--- src/rtl/frame_streamer_pkg.sv ---
// Shared post-processing definitions: pixel/coordinate widths, default frame
// geometry and the frame_streamer state encoding.
package frame_streamer_pkg;

  localparam int PIX_W      = 8;
  localparam int COORD_W    = 10;
  localparam int DEF_ROW_SZ = 320;
  localparam int DEF_COL_SZ = 240;

  localparam logic [1:0] ST_IDLE   = 2'd0;
  localparam logic [1:0] ST_STREAM = 2'd1;
  localparam logic [1:0] ST_DRAIN  = 2'd2;

  typedef logic [PIX_W-1:0]   pix_t;
  typedef logic [COORD_W-1:0] coord_t;

endpackage

--- src/rtl/pix_fifo.sv ---
// Small synchronous pixel FIFO with occupancy count. Push when full and pop
// when empty are ignored; the streamer's credit scheme keeps both from
// happening.
module pix_fifo
  import frame_streamer_pkg::*;
#(
  parameter int DEPTH = 4,
  parameter int CNT_W = $clog2(DEPTH + 1)
) (
  input  logic             clk,
  input  logic             reset,
  input  logic             push,
  input  pix_t             push_data,
  input  logic             pop,
  output pix_t             head,
  output logic [CNT_W-1:0] count,
  output logic             empty
);

  localparam int PTR_W = (DEPTH > 1) ? $clog2(DEPTH) : 1;

  pix_t             mem [DEPTH];
  logic [PTR_W-1:0] wr_ptr;
  logic [PTR_W-1:0] rd_ptr;
  logic             full;
  logic             do_push;
  logic             do_pop;

  function automatic logic [PTR_W-1:0] ptr_inc(input logic [PTR_W-1:0] p);
    return (p == PTR_W'(DEPTH - 1)) ? '0 : p + 1'b1;
  endfunction

  assign empty   = (count == '0);
  assign full    = (count == CNT_W'(DEPTH));
  assign do_push = push && !full;
  assign do_pop  = pop && !empty;
  assign head    = mem[rd_ptr];

  // Storage array: data only, no reset needed.
  always_ff @(posedge clk) begin
    if (do_push) mem[wr_ptr] <= push_data;
  end

  // Pointers and occupancy; simultaneous push and pop leave count unchanged.
  always_ff @(posedge clk or negedge reset) begin
    if (!reset) begin
      wr_ptr <= '0;
      rd_ptr <= '0;
      count  <= '0;
    end else begin
      if (do_push) wr_ptr <= ptr_inc(wr_ptr);
      if (do_pop)  rd_ptr <= ptr_inc(rd_ptr);
      case ({do_push, do_pop})
        2'b10:   count <= count + 1'b1;
        2'b01:   count <= count - 1'b1;
        default: count <= count;
      endcase
    end
  end

endmodule

--- src/rtl/frame_streamer.sv ---
// Raster-order pixel source: reads one frame from a fixed-latency memory and
// emits value/x/y/valid, using a credit-limited skid FIFO so downstream stall
// never drops or repeats a pixel.
module frame_streamer
  import frame_streamer_pkg::*;
#(
  parameter int ROW_SZ     = DEF_ROW_SZ,
  parameter int COL_SZ     = DEF_COL_SZ,
  parameter int RD_LAT     = 2,
  parameter int ADDR_W     = 17,
  parameter int FIFO_DEPTH = 4
) (
  input  logic              clk,
  input  logic              reset,
  input  logic              start,
  input  logic              stall,
  output logic              mem_rd_en,
  output logic [ADDR_W-1:0] mem_addr,
  input  logic [PIX_W-1:0]  mem_rd_data,
  output logic [PIX_W-1:0]  out_val,
  output logic [COORD_W-1:0] out_x,
  output logic [COORD_W-1:0] out_y,
  output logic              is_out_val,
  output logic              busy,
  output logic              frame_done
);

  localparam int CNT_W     = $clog2(FIFO_DEPTH + 1);
  localparam int LAST_ADDR = ROW_SZ * COL_SZ - 1;

  logic [1:0]        state;
  logic [ADDR_W-1:0] rd_addr;
  logic [RD_LAT-1:0] inflight_sr;
  logic [CNT_W:0]    inflight_n;
  logic [CNT_W:0]    credit_used;
  logic [CNT_W-1:0]  fifo_count;
  logic              fifo_empty;
  pix_t              fifo_head;
  logic              fifo_push;
  logic              fifo_pop;
  logic              issue;
  logic              ret_vld;
  logic              take;
  logic              last_out;
  pix_t              emit_data;
  coord_t            nx;
  coord_t            ny;

  // Count reads still travelling through the memory pipeline.
  always_comb begin
    inflight_n = '0;
    for (int i = 0; i < RD_LAT; i++) begin
      inflight_n = inflight_n + {{CNT_W{1'b0}}, inflight_sr[i]};
    end
  end

  // A read is only issued if its data is guaranteed a FIFO slot on return.
  assign credit_used = {1'b0, fifo_count} + inflight_n;
  assign issue       = (state == ST_STREAM) && (credit_used < (CNT_W + 1)'(FIFO_DEPTH));
  assign mem_rd_en   = issue;
  assign mem_addr    = rd_addr;
  assign busy        = (state != ST_IDLE);

  // Returning data bypasses an empty FIFO straight into the output register,
  // which gives the first pixel at start+RD_LAT+2 and a gapless 1 pixel/cycle.
  assign ret_vld   = inflight_sr[RD_LAT-1];
  assign take      = !stall && (!fifo_empty || ret_vld);
  assign fifo_pop  = !stall && !fifo_empty;
  assign fifo_push = ret_vld && !(fifo_empty && !stall);
  assign emit_data = fifo_empty ? mem_rd_data : fifo_head;

  assign last_out = is_out_val && (out_x == COORD_W'(ROW_SZ - 1)) &&
                    (out_y == COORD_W'(COL_SZ - 1));

  pix_fifo #(
    .DEPTH (FIFO_DEPTH),
    .CNT_W (CNT_W)
  ) u_fifo (
    .clk       (clk),
    .reset     (reset),
    .push      (fifo_push),
    .push_data (mem_rd_data),
    .pop       (fifo_pop),
    .head      (fifo_head),
    .count     (fifo_count),
    .empty     (fifo_empty)
  );

  // Frame FSM and read address counter; frame_done follows the last pixel.
  always_ff @(posedge clk or negedge reset) begin
    if (!reset) begin
      state      <= ST_IDLE;
      rd_addr    <= '0;
      frame_done <= 1'b0;
    end else begin
      frame_done <= 1'b0;
      case (state)
        ST_IDLE: begin
          if (start) begin
            state   <= ST_STREAM;
            rd_addr <= '0;
          end
        end
        ST_STREAM: begin
          if (issue) begin
            if (rd_addr == ADDR_W'(LAST_ADDR)) state <= ST_DRAIN;
            else                              rd_addr <= rd_addr + 1'b1;
          end
        end
        ST_DRAIN: begin
          if (last_out) begin
            state      <= ST_IDLE;
            frame_done <= 1'b1;
          end
        end
        default: state <= ST_IDLE;
      endcase
    end
  end

  // Read-latency tracker: a bit leaving the last stage marks valid memory data.
  always_ff @(posedge clk or negedge reset) begin
    if (!reset) inflight_sr <= '0;
    else        inflight_sr <= (inflight_sr << 1) | RD_LAT'(issue);
  end

  // Output register: emit one pixel per unstalled cycle, tagged with raster coordinates.
  always_ff @(posedge clk or negedge reset) begin
    if (!reset) begin
      out_val    <= '0;
      out_x      <= '0;
      out_y      <= '0;
      is_out_val <= 1'b0;
      nx         <= '0;
      ny         <= '0;
    end else begin
      is_out_val <= take;
      if (state == ST_IDLE && start) begin
        nx    <= '0;
        ny    <= '0;
        out_x <= '0;
        out_y <= '0;
      end else if (take) begin
        out_val <= emit_data;
        out_x   <= nx;
        out_y   <= ny;
        if (nx == COORD_W'(ROW_SZ - 1)) begin
          nx <= '0;
          ny <= (ny == COORD_W'(COL_SZ - 1)) ? '0 : ny + 1'b1;
        end else begin
          nx <= nx + 1'b1;
        end
      end
    end
  end

endmodule

--- config.mk ---
export PLATFORM = sky130hd
export DESIGN_NAME = frame_streamer
export DESIGN_NICKNAME = d
export VERILOG_FILES = /design/src/rtl/frame_streamer_pkg.sv /design/src/rtl/pix_fifo.sv /design/src/rtl/frame_streamer.sv
export SDC_FILE = /design/constraint.sdc
export NUM_CORES = 1
export LEC_CHECK = 0
export CAP_MARGIN = 20
export CORE_UTILIZATION = 45
export CTS_CLUSTER_SIZE = 16
export DETAILED_ROUTE_END_ITERATION = 7
export GPL_ROUTABILITY_DRIVEN = 0
export GPL_TIMING_DRIVEN = 0
export HOLD_SLACK_MARGIN = 0.02
export PLACE_DENSITY = 0.72
export SYNTH_ARGS = -nofsm -noshare
export SYNTH_HDL_FRONTEND = slang
export SYNTH_SLANG_ARGS = --single-unit
--- constraint.sdc ---
create_clock -name clk -period 5.9 [get_ports clk]
set_clock_uncertainty 0.15 [all_clocks]
set_input_delay 0.59 -clock clk [delete_from_list [all_inputs] [get_ports clk]]
set_output_delay 0.59 -clock clk [all_outputs]
set_load 0.01 [all_outputs]
==> out/qor.txt <==
Starting DRT DRC Count: 205
Max FO, Critical Path: 8
Die Span Y: 108.5 um
status: complete, no violations
Worst EP arrival: 2.30 ns
Initial Util: 46.67%
TritonCTS Buffers: 9
Leakage Power: 2.418 nW
capturing point of the worst reg2reg path: mem_addr[9]
total number of vias: 3,842
H-tree depth: 3
row cnt: 38
FFs w/ async S/R, synth: 70.91%
Overflow after GRT: 0
Post-DRT Antenna Nets: 0
CP required: 5.16 ns
Post-synth EDFFs: 32
DR WL/cell: 15.60 um
detailed placer's ending HPWL: 7496 um
CTS sink cnt: 110
layout cell share with drive strength beyond 1: 7.169%
Post-Syn Area: 0.005104 mm^2
fillers: 955
worst hold slack: 0.2370 ns
Clock transition at path regs: 0.06 ns
Hold WC Path Type: reg -> reg
Reg2Reg Depth: 8
first-pass GRT wire length: 17,800 um
reg2reg start: u_fifo.count[0]
PnR worst setup slack: 2.863 ns
nets@finish: 562
worst vdd ir: 0.2311 mV
Post-Place Worst Slack: 3.120 ns
RSZ-0062 raised after global routing: no
vias in the first global route: 3,636
Clock Path Buffers: 2
crit path time final: 3.037 ns
WHS Path Cells: 0
Synth cell types: 52
Design Power: 2.545 mW
maximum number of pins on one net before global-route repair: 56
Layout Cells excl Fill: 684
Port Buf Inserts: 60
Warnings, synthesis: 0
setup TNS: 0 ns
Tcrit/Tclk final: 51.48%
die area: 0.01177 mm^2
Worst Setup SP: u_fifo.count[0]
DRC viols: 0
Cells after DPL: 667
Layout area overhead: 21.72%
CP Class: reg -> out
Core Region: 0.01094 mm^2
Setup crit end: mem_rd_en
FF+latch count, synth: 110
diode count: 0
crit path capture type: output port
CTS tree: yes
final WL: 10,670 um
Max-Cap Viols: 0
vias per cell: 5.617
Max Clk Rate: 0.3292 GHz
ys flop type: dfrtp_1
number of iterations in the first detailed-routing pass: 6
Chip Width: 108.5 um
Worst-Margin Slew: 0.5749 ns
Fin. Hold Viols: 0
# IOs: 61
Total GRT Usage: 19.68%
R2R Setup Slk: 3.41 ns
startpoint types: register
Avg Inst Size Synth: 10.95 um^2
Final setup viols: 0
Cell Pwr Density: 409.6 mW/mm^2
Slew headroom: 60.68%
Pins Over Slew Limit: 0
later-pin clock latency in the skew report: 0.34 ns
Root Driver: clkbuf_16
Mapped Cells: 466
initial antenna violation count: 0
share of the yosys chip area belonging to registers: 57.07%
syn nets: 489
==> critical path, stage by stage, from the launching register on <==
cell             delay [ns]
dfrtp_1                0.44
ha_1                   0.30
a21o_1                 0.20
a211o_4                0.39
clkinv_4               0.09
clkdlybuf4s50_1        0.54
==> synth_stat cells, types with 2 or more instances <==
library cell / instances / area, um^2
clkbuf_1: 16 / 60.06
a21o_1: 2 / 15.01
nor3b_1: 5 / 37.54
and2_1: 5 / 31.28
o31ai_1: 6 / 45.04
edfxtp_1: 32 / 960.9
nor3_1: 5 / 25.02
nor4_1: 2 / 12.51
a211oi_1: 3 / 22.52
nand2_1: 70 / 262.8
mux2_2: 2 / 22.52
ha_1: 10 / 125.1
o21ai_0: 14 / 70.07
nor2_1: 34 / 127.6
a2111oi_0: 4 / 35.03
xnor2_1: 7 / 61.31
nand3_1: 21 / 105.1
inv_1: 12 / 45.04
nand4_1: 7 / 43.79
a31oi_1: 6 / 37.54
o211ai_1: 2 / 15.01
and4_1: 6 / 52.55
or4_1: 7 / 52.55
dfrtp_1: 78 / 1952
nand2b_1: 2 / 12.51
nand4b_1: 2 / 17.52
o311ai_0: 2 / 17.52
mux4_2: 8 / 180.2
buf_2: 4 / 20.02
or3_1: 5 / 31.28
mux2i_1: 9 / 90.09
xor2_1: 7 / 61.31
and3_1: 5 / 31.28
a21oi_1: 48 / 240.2
==> how the worst min path moves through the flow <==
stage / from / endpoint / slack [ns]
finish: inflight_sr[0] / inflight_sr[1] / 0.24
detailed placement: inflight_sr[0] / inflight_sr[1] / 0.23
global placement: inflight_sr[0] / inflight_sr[1] / 0.22
global route: inflight_sr[0] / inflight_sr[1] / 0.24
CTS: inflight_sr[0] / inflight_sr[1] / 0.24
floorplan: reset / frame_done / 0.14
==> final cells by class <==
class | instances | area, um^2 | share of cell area (%)
multi-input combinational | 320 | 2038 | 32.81
inverter | 14 | 57.56 | 0.9265
tap | 140 | 175.2 | 2.820
buffer | 22 | 95.09 | 1.531
clock buffer | 13 | 254.0 | 4.089
timing repair buffer | 62 | 635.6 | 10.23
clock inverter | 3 | 43.79 | 0.7049
sequential | 110 | 2913 | 46.89
==> stage by stage <==
stage	utilization, %	area (um^2)
global route	56.81	6212
floorplan	-	5104
global placement	53.76	5879
finish	56.81	6212
detailed placement	53.99	5904
CTS	56.81	6212
==> logic make-up after synthesis <==
family,share of synthesized area (%)
buf+inv,2.991
simple gates,17.87
flops,57.07
compound gates,11.08
xor+xnor,2.403
mux,5.737
fa+ha+maj,2.844
==> what timing repair did <==
action | 4_1_cts | 5_1_grt
setup endpoints to repair | 0 | 0
hold buffers | 1 | 0
gates resized for setup | 0 | 0
setup buffers | 0 | 0
endpoints found under the hold margin | 23 | 0
==> placed cells by master, fill, tap and decap left out, types with 2 or more instances in the layout <==
master and count:
a2111oi_0 4, a211oi_1 3, a21o_1 2, a21oi_1 48
a31oi_1 6, and2_1 5, and3_1 5, and4_1 6
buf_2 4, clkbuf_1 18, clkbuf_16 9, clkdlybuf4s50_1 59
dfrtp_1 78, edfxtp_1 32, ha_1 10, inv_1 12
mux2_2 2, mux2i_1 9, mux4_2 8, nand2_1 70
nand2b_1 2, nand3_1 21, nand4_1 7, nand4b_1 2
nor2_1 34, nor3_1 5, nor3b_1 5, nor4_1 2
o211ai_1 2, o21ai_0 14, o311ai_0 2, o31ai_1 6
or3_1 5, or4_1 7, xnor2_1 7, xor2_1 7
==> routing by layer <==
metal  wire [um]  global-route usage [%]  up-vias
met2        5179                   31.69      116
met5           0                       0        -
met3         571                   3.195       11
met4         125                   6.274        0
met1        4797                   27.28     1885
li1            -                       -     1830
==> registers in the layout, summed over array words and instances, names as in the netlist, 2 cells and up <==
register and flops:
u_fifo.mem 32, out_x 10, inflight_sr 2, mem_addr 17, out_y 10, out_val 8
u_fifo.rd_ptr 2, state 2, u_fifo.wr_ptr 2, nx 10, ny 10, u_fifo.count 3
==> power breakdown <==
part / leakage, nW / internal (mW) / switching, mW
registers: 1.30 / 0.962 / 0.138
clock network: 0.144 / 0.347 / 0.262
logic: 0.975 / 0.408 / 0.429
total: 2.42 / 1.72 / 0.829
(Power assumes the default switching activity.)
